<file path="config.mk">
export PLATFORM = sky130hd
export DESIGN_NAME = sle_cmp_scheduler
export DESIGN_NICKNAME = d
export VERILOG_FILES = /design/src/rtl/sle_cmp_scheduler_pkg.sv /design/src/rtl/sle_cmp_scheduler_sle_cmp.sv /design/src/rtl/sle_cmp_scheduler.sv
export SDC_FILE = /design/constraint.sdc
export NUM_CORES = 1
export LEC_CHECK = 0
export CORE_ASPECT_RATIO = 0.9
export CORE_UTILIZATION = 45
export DETAILED_ROUTE_END_ITERATION = 8
export HOLD_SLACK_MARGIN = 0.06
export PLACE_DENSITY_LB_ADDON = 0.1
export REMOVE_ABC_BUFFERS = 1
export SETUP_SLACK_MARGIN = 0.05
export SLEW_MARGIN = 20
export SYNTH_ARGS = -nofsm -noshare
export SYNTH_HDL_FRONTEND = slang
export SYNTH_SLANG_ARGS = --single-unit
</file>
<file path="constraint.sdc">
create_clock -name CLK -period 6.05 [get_ports CLK]
set_input_delay 1.5125 -clock CLK [delete_from_list [all_inputs] [get_ports CLK]]
set_output_delay 1.5125 -clock CLK [all_outputs]
set_load 0.03 [all_outputs]
</file>
<file path="src/rtl/sle_cmp_scheduler_pkg.sv">
// sle_cmp_scheduler_pkg: shared types and helpers for the SLE comparator scheduler
package sle_cmp_scheduler_pkg;
  localparam int MAX_W = 32;
  localparam int MAX_BUS = 16 * MAX_W;
  typedef struct packed {
    logic       le;
    logic [3:0] id;
  } resp_t;
  function automatic int id_width(input int n);
    return (n < 2) ? 1 : $clog2(n);
  endfunction
  function automatic logic [MAX_W-1:0] op_slice(input logic [MAX_BUS-1:0] bus, input int idx, input int w);
    return MAX_W'(bus >> (idx * w));
  endfunction
endpackage

</file>
<file path="src/rtl/sle_cmp_scheduler_sle_cmp.sv">
// sle_cmp: combinational signed less-or-equal compare, the shared resource
module sle_cmp #(
  parameter int WIDTH = 4
) (
  input  logic [WIDTH-1:0] a_i,
  input  logic [WIDTH-1:0] b_i,
  output logic             le_o
);
  assign le_o = $signed(a_i) <= $signed(b_i);
endmodule

</file>
<file path="src/rtl/sle_cmp_scheduler.sv">
// sle_cmp_scheduler: round-robin time-sharing of one signed <= comparator with a one-entry result stage
module sle_cmp_scheduler
  import sle_cmp_scheduler_pkg::*;
#(
  parameter int WIDTH = 4,
  parameter int N_REQ = 4
) (
  input  logic                          CLK,
  input  logic                          ASYNCRESET,
  input  logic [N_REQ-1:0]              req_valid,
  input  logic [N_REQ*WIDTH-1:0]        req_a,
  input  logic [N_REQ*WIDTH-1:0]        req_b,
  output logic [N_REQ-1:0]              req_ready,
  output logic                          resp_valid,
  input  logic                          resp_ready,
  output logic                          resp_le,
  output logic [id_width(N_REQ)-1:0]    resp_id
);
  localparam int ID_W = id_width(N_REQ);
  logic [ID_W-1:0]  rr_q, rr_d, grant, idx;
  logic             hit, can_accept, accept, cmp_le, valid_q, valid_d;
  logic [WIDTH-1:0] op_a, op_b;
  resp_t            resp_q, resp_d;
  int               j;
  // priority search from rr_q; scanning offsets downward lets the smallest offset win
  always_comb begin
    grant = '0;
    hit = 1'b0;
    j = 0;
    idx = '0;
    for (int i = N_REQ - 1; i >= 0; i--) begin
      j = int'(rr_q) + i;
      j = (j >= N_REQ) ? j - N_REQ : j;
      idx = ID_W'(j);
      if (req_valid[idx]) begin
        grant = idx;
        hit = 1'b1;
      end
    end
  end
  assign can_accept = !valid_q | resp_ready;
  assign accept     = hit & can_accept & !ASYNCRESET;
  assign req_ready  = accept ? (N_REQ'(1) << grant) : '0;
  assign op_a       = WIDTH'(op_slice(MAX_BUS'(req_a), int'(grant), WIDTH));
  assign op_b       = WIDTH'(op_slice(MAX_BUS'(req_b), int'(grant), WIDTH));
  sle_cmp #(.WIDTH(WIDTH)) u_cmp (
    .a_i  (op_a),
    .b_i  (op_b),
    .le_o (cmp_le)
  );
  // a new result overwrites the stage on accept; a drain alone only clears valid
  always_comb begin
    valid_d = accept | (valid_q & !resp_ready);
    resp_d  = accept ? {cmp_le, 4'(grant)} : resp_q;
    rr_d    = accept ? ((grant == ID_W'(N_REQ - 1)) ? '0 : grant + 1'b1) : rr_q;
  end
  // output stage and round-robin pointer
  always_ff @(posedge CLK or posedge ASYNCRESET) begin
    if (ASYNCRESET) begin
      valid_q <= 1'b0;
      resp_q  <= '0;
      rr_q    <= '0;
    end else begin
      valid_q <= valid_d;
      resp_q  <= resp_d;
      rr_q    <= rr_d;
    end
  end
  assign resp_valid = valid_q;
  assign resp_le    = resp_q.le;
  assign resp_id    = ID_W'(resp_q.id);
endmodule

</file>
# Word level (Yosys, flattened, before mapping)
# Cells that the tools add are included.
[word_totals]
ff_bits = 6
latchBits = 0
mem_bits_rw = 0
mem_bits_ro = 0
in_bits = 39
out_inout_bits = 8
word_cells = 55
mem_count = 0
[op_classes]
add_sub_neg = 8
mul = 0
div_mod_pow = 0
n_lt_le_gt_ge = 9
n_eq_ne = 1
shift = 3
muxes = 22
bitwise = 5
reduce_logical = 3
[ops]
columns = ["op", "n"]
rows = [
  ["$shr A16 B4 Y4", 2],
  ["$mux W2", 9],
  ["$lt A2 B3 Y1 const B", 4],
  ["$ge A3 B3 Y1 const B", 3],
  ["$bmux W1 S2", 4],
  ["$mux W1", 8],
  ["$sub A2 B1 Y2 const B", 4],
  ["$add A2 B2 Y3 const B", 2],
  ["$le A4 B4 Y1", 1],
  ["$mux W4", 1],
  ["$shl A1 B2 Y4 const A", 1],
  ["$add A2 B1 Y3 const B", 1],
  ["$and A1 B1 Y1", 3],
  ["$ge A2 B3 Y1 const B", 1],
  ["$logic_not A1 Y1", 3],
  ["$add A2 B1 Y2 const B", 1],
  ["$eq A2 B2 Y1 const B", 1],
  ["$or A1 B1 Y1", 2],
]

# Longest topological paths before layout
# Gate-level depths: netlist (run 1).
[depth]
word_depth = 12
depth_mapped = 12
depth_no_buf = 10

# Modules after synthesis
# A second synthesis (run 1) with hierarchy kept.
[hier_totals]
hier_cells = 127
hier_area_um2 = 982.2
[by_module_without_submodules]
columns = ["module", "instances", "cells_each", "area_each_um2", "seq_area_each_um2"]
rows = [
  ["sle_cmp_scheduler", 1, 113, 880.8, 150.1],
  ["sle_cmp", 1, 14, 101.3, 0.0],
]

# Least setup slack after synthesis (run 1)
# Ideal clock, no wire load.
[synth_timing]
kind = "input-to-output"
from = "input req_valid[0]"
to = "output req_ready[0]"
t_arrival_ns = 3.073
t_required_ns = 4.537
path_slack_ns = 1.464
path_stages = 9
n_path_buf = 3
cell_sequence = "nor2b_1 -> buf_2 -> or4b_4 -> buf_6 -> buf_2 -> nand2_1 -> inv_1 -> ha_1 -> and2_1"
[synth_between]
elab_cells_between_ends = 20
classes_between = "shift (1); mux (17); bitwise (2)"
[synth_rtl]
columns = ["element", "line", "rtl"]
rows = [
  ["start: declaration", "sle_cmp_scheduler.sv:10", "input logic [N_REQ-1:0] req_valid,"],
  ["$bmux W1 S2", "sle_cmp_scheduler.sv:35", "if (req_valid[idx]) begin"],
  ["$mux W1 (implied by the code)", "sle_cmp_scheduler.sv:35", ""],
  ["$mux W2 (3 in a row)", "sle_cmp_scheduler.sv:35", ""],
  ["$mux W2 (*)", "sle_cmp_scheduler.sv:35", ""],
  ["net grant[0]", "sle_cmp_scheduler.sv:20", "logic [ID_W-1:0] rr_q, rr_d, grant, idx;"],
  ["$shl A1 B2 Y4 (*)", "sle_cmp_scheduler.sv:43", "assign req_ready = accept ? (N_REQ'(1) << grant) : '0;"],
  ["$mux W4 (*)", "sle_cmp_scheduler.sv:43", ""],
  ["end: declaration", "sle_cmp_scheduler.sv:13", "output logic [N_REQ-1:0] req_ready,"],
]
# The timed path passes the listed nets; every way through them passes the cells marked *. The select of a mux whose other input is x is not followed.

# Worst setup path in the final report (run 1)
[layout_timing]
from = "input req_valid[2]"
to = "output req_ready[3]"
# Same word-level chain as after synthesis.

==> impl_metrics.py, run 1 <==
metrics = {
    "worst_setup_path": {
        "slowest_delay_ps": 660,
        "crit_path_frequent_cell": "clkdlybuf4s50_1",
        "path_cells": "clkdlybuf4s50_1 -> nor2b_1 -> a211o_1 -> nand2_1 -> inv_1 -> ha_1 -> and2_1 -> clkdlybuf4s50_1",
        "start_kind": "input port",
        "worstSetupPathType": "input port to primary output",
        "arrival_ps": 4110,
        "reg2reg_slack_ps": 3150,
        "endpoint_kind": "primary output",
        "crit_required_ps": 4540,
        "cp_max_fo": 11,
        "slowest_stage": "clkdlybuf4s50_1",
    },
    "sta": {
        "worst_slew_pin_slew_ps": 819,
        "finalCriticalPeriod_ps": 5620,
        "slew_headroom_pct": 45.2,
        "timing_hold_violations_final": 0,
        "drv_slew": 0,
        "fmax_mhz": 178,
        "fin_crit_sh_pct": 92.9,
        "fin_worst_skew_ps": 2.01,
        "rsz0062_at_grt": "no",
        "setup_viol": 0,
        "tns_ps": 0,
    },
    "synth": {
        "synthFlopType": "dfrtp_1",
        "async_reset_ff_share_pct": 100,
        "ys_types": 34,
        "synth_top_cells_by_area": "dfrtp_1, ha_1, and3_1",
        "synth_edf_count": 0,
        "synth_top_area_share_pct": 14.6,
        "syn_avg_cell_area_um2": 7.60,
        "ys_ff_latch": 6,
        "synth.yosys.seq_area_share_pct": 14.6,
        "syn_inst": 135,
        "yosysWarningCount": 0,
        "yosysTopAreaCell": "dfrtp_1",
        "netlist_area_um2": 1030,
    },
    "job": {
        "cap_violations": 0,
    },
    "power": {
        "pwr-share-clk_pct": 7.4,
        "p_int_mw": 0.259,
        "p_leak_nw": 0.616,
        "p_sw_mw": 0.239,
        "p_comb_share_pct": 76.1,
        "p_sw_share_pct": 48.0,
        "power_density_nw_per_um2": 330,
        "seqPwrFrac_pct": 16.6,
        "power_mw": 0.497,
        "ir_worst_vdd_mv": 0.270,
    },
    "global_routing": {
        "overflow": 0,
        "grt_max_degree": 26,
        "grt_antenna_before_repair": 0,
        "grtUsageTotal_pct": 24.3,
        "grt_pass1_wl_mm": 4.34,
        "grt_pass1_vias": 955,
    },
    "die": {
        "die_y_um": 47.3,
        "start_util_pct": 47.5,
        "rows": 16,
        "core_um2": 2160,
        "io_pins": 47,
        "design.die.area_um2": 2480,
        "die_w_um": 52.3,
    },
    "cts": {
        "cts_setup_buffers": 0,
        "clockBufferDepth": 2,
        "numCtsBuffers": 3,
        "cts_resized": 0,
        "clkTransAtPathRegs_ps": 40,
        "htreeDepth": 1,
        "cts-root-buf": "clkbuf_4",
        "cts_tree": "done",
        "ctsHoldBuffers": 0,
        "worst_skew_pair.late_latency_ps": 250,
        "clock_sinks": 6,
    },
    "route": {
        "drt_first_pass_iters": 4,
        "num_vias": 1189,
        "drt-total-wl_mm": 2.92,
        "drtIter0Drc": 26,
        "drt_drc_violations_left": 0,
        "viasPerCell": 5.89,
        "wl_per_cell_um": 14.5,
        "ant_nets": 0,
    },
    "cells_and_area": {
        "fin_util_pct": 69.7,
        "areaGrowthSynthToFinish_pct": 46.8,
        "diodes": 0,
        "layout_common_cells": "clkdlybuf4s50_1, nand2_1, nand3_1, and3_1, ha_1",
        "final_net_count": 224,
        "mostFrequentLayoutCell": "clkdlybuf4s50_1",
        "nFillCells": 186,
        "drive_above_1_share_pct": 7.43,
    },
    "placement": {
        "gp_congestion": 0.754,
        "hpwl_mm": 2.28,
        "numPortBuffers": 46,
    },
    "hold_path": {
        "hold_class": "register to register",
    },
    "status": {
        "status": "finished, final reports clean",
    },
}
logic make-up (layout without fill, tap and decap cells):
kind of cell | after synthesis | after routing | synth area share (%)
multiplexers | 2 | 2 | 2.19
buffers and inverters | 18 | 58 | 8.41
adder cells (fa/ha/maj) | 8 | 8 | 9.76
AND/OR/NAND/NOR | 66 | 66 | 37.8
flip-flops | 6 | 6 | 14.6
AO/OA/AOI/OAI | 35 | 35 | 27.2
cell usage after synthesis, types with 4 or more instances:
master	count
and2_1	4
nand3b_1	4
dfrtp_1	6
clkbuf_1	7
or4_1	5
a221oi_1	4
ha_1	8
nor3b_1	5
inv_1	6
and3_1	8
o221ai_1	4
o32ai_1	4
nor4_1	5
nand2_1	12
a21boi_0	4
a32oi_1	4
nand3_1	10
nor2b_1	5
worst max-delay path, delay by kind of cell:
family / cells / cell delay, ps
buffers and inverters: 3 / 1360
and+or+nand+nor: 3 / 760
AOI/OAI and AO/OA: 1 / 260
adders and majority gates: 1 / 220
layout make-up:
class / count / area [um2] / share of cell area, %
Clock buffer: 3 / 22.5 / 1.50
Inverter: 6 / 22.5 / 1.50
Multi-Input combinational cell: 111 / 795 / 52.7
Sequential cell: 6 / 150 / 9.97
Tap cell: 27 / 33.8 / 2.24
Timing Repair Buffer: 49 / 483 / 32.1
routing by layer:
metal / GRT usage (%) / routed length [um] / up-vias
li1: - / - / 602
met1: 31.7 / 1410 / 557
met2: 42.0 / 1350 / 27
met3: 2.91 / 139 / 3
met4: 7.89 / 23 / 0
met5: 0 / 0 / -
power by group through the flow:
stage	sequential [mW]	clock, mW	combinational (mW)
4_1_cts	0.0817	0.0384	0.378
3_5_place_dp	0.0818	0	0.375
2_1_floorplan	0.0954	0	0.236
6_report	0.0824	0.0367	0.378
3_3_place_gp	0.0806	0	0.364
5_1_grt	0.0853	0.0407	0.416
stage by stage:
step / hold slack, ps / cell area, um2 / std cells / setup slack [ps]
after floorplan: 541 / 962 / 123 / 1410
after detailed placement: 495 / 1480 / 199 / 432
final: 497 / 1510 / 202 / 427
after CTS: 509 / 1500 / 202 / 432
after global routing: 518 / 1510 / 202 / 306
after global placement: 478 / 1480 / 199 / 553
flip-flops by register name (all words and copies together) (netlist names):
name        flops
resp_valid      1
resp_le         1
resp_id         2
rr_q            2
final timing paths:
kind | start | endpoint | cells past startpoint
min reg2reg | resp_id[0] | resp_id[0] | 1
min | resp_id[0] | resp_id[0] | 1
max reg2reg | rr_q[1] | resp_le | 9
min in group asynchronous | ASYNCRESET | rr_q[1] | 2
max | req_valid[2] | req_ready[3] | 8
max in group asynchronous | ASYNCRESET | rr_q[0] | 2
Power figures use the tool's default switching activity.
==> run 2: changes to the inputs <==
Settings changed: CELL_PAD_IN_SITES_DETAIL_PLACEMENT set to 1, CELL_PAD_IN_SITES_GLOBAL_PLACEMENT set to 1, CORE_UTILIZATION 45 to 26.
Clock period 6.05 ns to 4.8 ns, I/O delays scaled along.
==> impl_metrics.py, run 2 (synthesis results as in run 1) <==
metrics = {
    "status": {
        "status": "finished, final reports clean",
    },
    "global_routing": {
        "grtUsageTotal_pct": 17.3,
        "grt_antenna_before_repair": 0,
        "grt_pass1_wl_mm": 5.41,
        "grt_max_degree": 26,
        "use_met2_pct": 29.7,
        "gr-usage-met3_pct": 3.52,
        "overflow": 0,
        "busiest_layer": "met2",
        "grt_pass1_vias": 1180,
        "grt.met1_usage_pct": 22.6,
    },
    "die": {
        "start_util_pct": 27.3,
        "core_um2": 3760,
        "die_y_um": 61.6,
        "design.die.area_um2": 4200,
        "io_pins": 47,
        "die_w_um": 68.2,
        "rows": 21,
    },
    "sta": {
        "worst_slew_pin_slew_ps": 581,
        "drv_slew": 0,
        "fin_crit_sh_pct": 97.5,
        "tns_ps": 0,
        "slew_headroom_pct": 61.2,
        "fmax_mhz": 214,
        "rsz0062_at_grt": "yes",
        "setup_viol": 0,
        "fin_worst_skew_ps": 2.39,
        "timing_hold_violations_final": 0,
        "finalCriticalPeriod_ps": 4680,
    },
    "power": {
        "ir_worst_vdd_mv": 0.143,
        "p_leak_nw": 0.671,
        "power_density_nw_per_um2": 426,
        "power_mw": 0.676,
    },
    "worst_setup_path": {
        "path_cells": "clkdlybuf4s50_1 -> nor2_1 -> or4b_4 -> nand2_1 -> ha_1 -> and2_1 -> clkdlybuf4s50_1",
        "reg2reg_slack_ps": 1990,
        "arrival_ps": 3480,
        "worstSetupPathType": "input port to primary output",
        "slowest_stage": "clkdlybuf4s50_1",
        "rr_endpoint": "resp_le",
        "cp_max_fo": 6,
        "ff2ff_path_depth": 9,
        "crit_required_ps": 3600,
        "path_buf_inv": 2,
        "slowest_delay_ps": 670,
        "crit_path_frequent_cell": "clkdlybuf4s50_1",
        "start_kind": "input port",
        "r2r_start": "rr_q[1]",
        "endpoint_kind": "primary output",
        "crit_family": "buffers and inverters",
    },
    "cells_and_area": {
        "final_net_count": 229,
        "nFillCells": 458,
        "diodes": 0,
        "multi_input_area_um2": 797,
        "fin_area_um2": 1590,
        "layout_common_cells": "clkdlybuf4s50_1, nand2_1, nand3_1, buf_4",
        "ff_latch_area_um2": 150,
        "areaGrowthSynthToFinish_pct": 54.6,
        "drive_above_1_share_pct": 11.7,
        "mostFrequentLayoutCell": "clkdlybuf4s50_1",
    },
    "route": {
        "drtIter0Drc": 22,
        "drt-total-wl_mm": 3.49,
        "num_vias": 1194,
        "wl_per_cell_um": 15.4,
        "drt_drc_violations_left": 0,
        "ant_nets": 0,
        "viasPerCell": 5.28,
        "drt_first_pass_iters": 4,
    },
    "cts": {
        "clkTransAtPathRegs_ps": 40,
        "htreeDepth": 1,
        "numCtsBuffers": 3,
        "clock_sinks": 6,
        "cts_setup_buffers": 0,
        "cts_tree": "done",
        "clockBufferDepth": 2,
        "worst_skew_pair.late_latency_ps": 230,
        "cts-root-buf": "clkbuf_8",
    },
    "placement": {
        "gp_congestion": 0.749,
        "numPortBuffers": 46,
        "postPlaceCellArea_um2": 1540,
        "hpwl_mm": 2.69,
    },
    "hold_path": {
        "whs_endpoint": "resp_id[1]",
        "hold_class": "register to register",
        "holdPathStages": 1,
        "worstHoldStart": "resp_id[1]",
    },
    "job": {
        "cap_violations": 0,
    },
}
-- run 2: routing by layer --
layer | share of wire (%) | wire [um] | vias up
li1 | - | - | 609
met1 | 47 | 1640 | 553
met2 | 48 | 1680 | 30
met3 | 4.2 | 148 | 2
met4 | 0.37 | 13 | 0
met5 | 0 | 0 | -
-- run 2: where the power goes --
| group | switching, mW | internal [mW] | total [mW] | leakage [nW] |
|---|---|---|---|---|
| combinational | 0.258 | 0.234 | 0.492 | 0.579 |
| sequential | 0.0343 | 0.0709 | 0.105 | 0.0705 |
| clock | 0.0249 | 0.0542 | 0.0791 | 0.0216 |
| total | 0.317 | 0.359 | 0.676 | 0.671 |
-- run 2: timing repair --
item,in CTS,in global routing
hold buffers,0,0
resized for setup,0,3
setup endpoints to repair,0,2
-- run 2: worst max path at each step --
| stage | from | endpoint | slack (ps) | depth (start not counted) |
|---|---|---|---|---|
| 3_5_place_dp | req_valid[1] | req_ready[3] | 90 | 7 |
| 3_3_place_gp | req_valid[1] | req_ready[3] | 140 | 7 |
| 5_1_grt | req_valid[3] | req_ready[1] | 10 | 7 |
| 4_1_cts | req_valid[1] | req_ready[3] | 90 | 7 |
| 6_report | req_valid[3] | req_ready[1] | 120 | 7 |
| 2_1_floorplan | req_valid[1] | req_ready[0] | 780 | 6 |
-- run 2: final cells by class --
class	instances	area share, %
Sequential cell	6	9.46
Inverter	6	1.42
Clock buffer	3	2.60
Multi-Input combinational cell	111	50.2
Timing Repair Buffer	54	32.6
Tap cell	46	3.63
-- run 2: metrics by stage --
step	worst slack [ps]	hold WS, ps	util (%)	cells
after floorplan	781	541	-	123
after global placement	139	478	40.9	223
after detailed placement	90.6	498	40.9	223
after CTS	91.1	526	42.0	226
after global routing	12.6	543	42.2	226
final	122	522	42.2	226
==> run 3: changes to the inputs <==
Settings changed: RECOVER_POWER set to 100.
==> impl_metrics.py, run 3 (synthesis results as in run 1) <==
metrics = {
    "sta": {
        "finalCriticalPeriod_ps": 4680,
        "rsz0062_at_grt": "yes",
        "worst_slew_pin_slew_ps": 910,
        "drv_slew": 0,
        "timing_hold_violations_final": 0,
        "tns_ps": 0,
        "setup_viol": 0,
        "fmax_mhz": 214,
        "fin_worst_skew_ps": 2.36,
        "fin_crit_sh_pct": 97.5,
        "slew_headroom_pct": 39.3,
    },
    "die": {
        "io_pins": 47,
        "design.die.area_um2": 4200,
        "rows": 21,
        "die_y_um": 61.6,
        "core_um2": 3760,
        "start_util_pct": 27.3,
        "die_w_um": 68.2,
    },
    "power": {
        "ir_worst_vdd_mv": 0.140,
        "power_density_nw_per_um2": 424,
        "p_leak_nw": 0.641,
    },
    "status": {
        "status": "finished, final reports clean",
    },
    "worst_setup_path": {
        "worstSetupPathType": "input port to primary output",
        "r2r_start": "rr_q[1]",
        "crit_start": "req_valid[3]",
        "slowest_stage": "clkdlybuf4s50_1",
        "endpoint_kind": "primary output",
        "start_kind": "input port",
        "reg2reg_slack_ps": 1660,
        "path_cells": "clkdlybuf4s50_1 -> nor2_1 -> or4b_4 -> nand2_1 -> ha_1 -> and2_1 -> clkdlybuf4s50_1",
        "crit_path_frequent_cell": "clkdlybuf4s50_1",
        "crit_required_ps": 3600,
        "slowest_delay_ps": 680,
        "path_buf_inv": 2,
        "crit_family": "buffers and inverters",
        "arrival_ps": 3480,
        "cp_max_fo": 6,
    },
    "global_routing": {
        "grt_pass1_vias": 1180,
        "grt_pass1_wl_mm": 5.41,
        "grt_antenna_before_repair": 0,
        "grt_max_degree": 26,
        "overflow": 0,
        "grtUsageTotal_pct": 17.3,
    },
    "placement": {
        "hpwl_mm": 2.69,
        "postPlaceCellArea_um2": 1540,
        "gp_congestion": 0.749,
        "numPortBuffers": 46,
    },
    "route": {
        "drtIter0Drc": 26,
        "num_vias": 1202,
        "drt_drc_violations_left": 0,
        "viasPerCell": 5.32,
        "wl_per_cell_um": 15.4,
        "drt-total-wl_mm": 3.49,
        "ant_nets": 0,
        "drt_first_pass_iters": 4,
    },
    "cts": {
        "cts_tree": "done",
        "ctsHoldBuffers": 0,
        "clockBufferDepth": 2,
        "cts-root-buf": "clkbuf_8",
        "clock_sinks": 6,
        "numCtsBuffers": 3,
        "htreeDepth": 1,
        "worst_skew_pair.late_latency_ps": 230,
        "clkTransAtPathRegs_ps": 40,
    },
    "cells_and_area": {
        "drive_above_1_share_pct": 10.0,
        "ff_latch_area_um2": 150,
        "fin_util_pct": 41.7,
        "layout_common_cells": "clkdlybuf4s50_1, nand2_1, nand3_1, and3_1, ha_1",
        "fin_area_um2": 1570,
        "final_net_count": 229,
        "areaGrowthSynthToFinish_pct": 52.7,
        "nFillCells": 460,
        "mostFrequentLayoutCell": "clkdlybuf4s50_1",
        "multi_input_area_um2": 797,
        "diodes": 0,
    },
    "job": {
        "cap_violations": 0,
    },
    "hold_path": {
        "worstHoldStart": "resp_id[1]",
        "hold_class": "register to register",
    },
}
-- run 3: cell types whose count changed in the layout (fill, tap and decap cells not counted) --
cell             change
buf_4                -3
dlymetal6s2s_1       -1
clkdlybuf4s50_1      -5
dlygate4sd3_1        +5
clkbuf_1             +4
-- run 3: worst reg2reg max path: cells and delay by family, from the launching register on --
kind,cells,cell delay (ps)
AO/OA/AOI/OAI,4,640
adder cells (fa/ha/maj),1,290
buffers and inverters,1,410
flip-flops,1,710
AND/OR/NAND/NOR,3,1010
-- run 3: metal layers --
metal  share of wire, %  vias to the layer above  routed length [um]  GRT usage [%]
met5                  0                        -                   0              0
met2                 49                       32                1690           29.7
li1                   -                      607                   -              -
met4               0.37                        0                  13           2.68
met1                 47                      561                1620           22.6
met3                4.5                        2                 156           3.52
-- run 3: power breakdown --
group | total (mW) | internal, mW | leakage, nW | switching [mW]
clock | 0.0791 | 0.0542 | 0.0216 | 0.0249
combinational | 0.480 | 0.222 | 0.549 | 0.258
sequential | 0.105 | 0.0709 | 0.0705 | 0.0341
total | 0.664 | 0.347 | 0.641 | 0.317
-- run 3: repair_timing --
action,4_1_cts,5_1_grt
setup endpoints to repair,0,2
gates resized for setup,0,3
setup buffers,0,0
-- run 3: final timing paths --
path | endpoint | depth (start not counted)
worst max register to register | resp_le | 9
worst min register to register | resp_id[1] | 1
worst min-delay path | resp_id[1] | 1
min in group asynchronous | rr_q[0] | 2
max in group asynchronous | resp_valid | 2
worst max-delay path | req_ready[1] | 7
-- run 3: area by class of cell --
type / instances / area share, %
Inverter: 6 / 1.44
Tap cell: 46 / 3.67
Timing Repair Buffer: 54 / 31.8
Sequential cell: 6 / 9.58
Clock buffer: 3 / 2.64
Multi-Input combinational cell: 111 / 50.9
-- run 3: metrics by stage --
step	power [mW]	hold slack (ps)	std cells	worst slack [ps]
2_1_floorplan	0.418	541	123	781
3_3_place_gp	0.586	478	223	139
3_5_place_dp	0.603	498	223	90.6
4_1_cts	0.686	526	226	91.1
5_1_grt	0.738	538	226	8.63
6_report	0.664	517	226	119
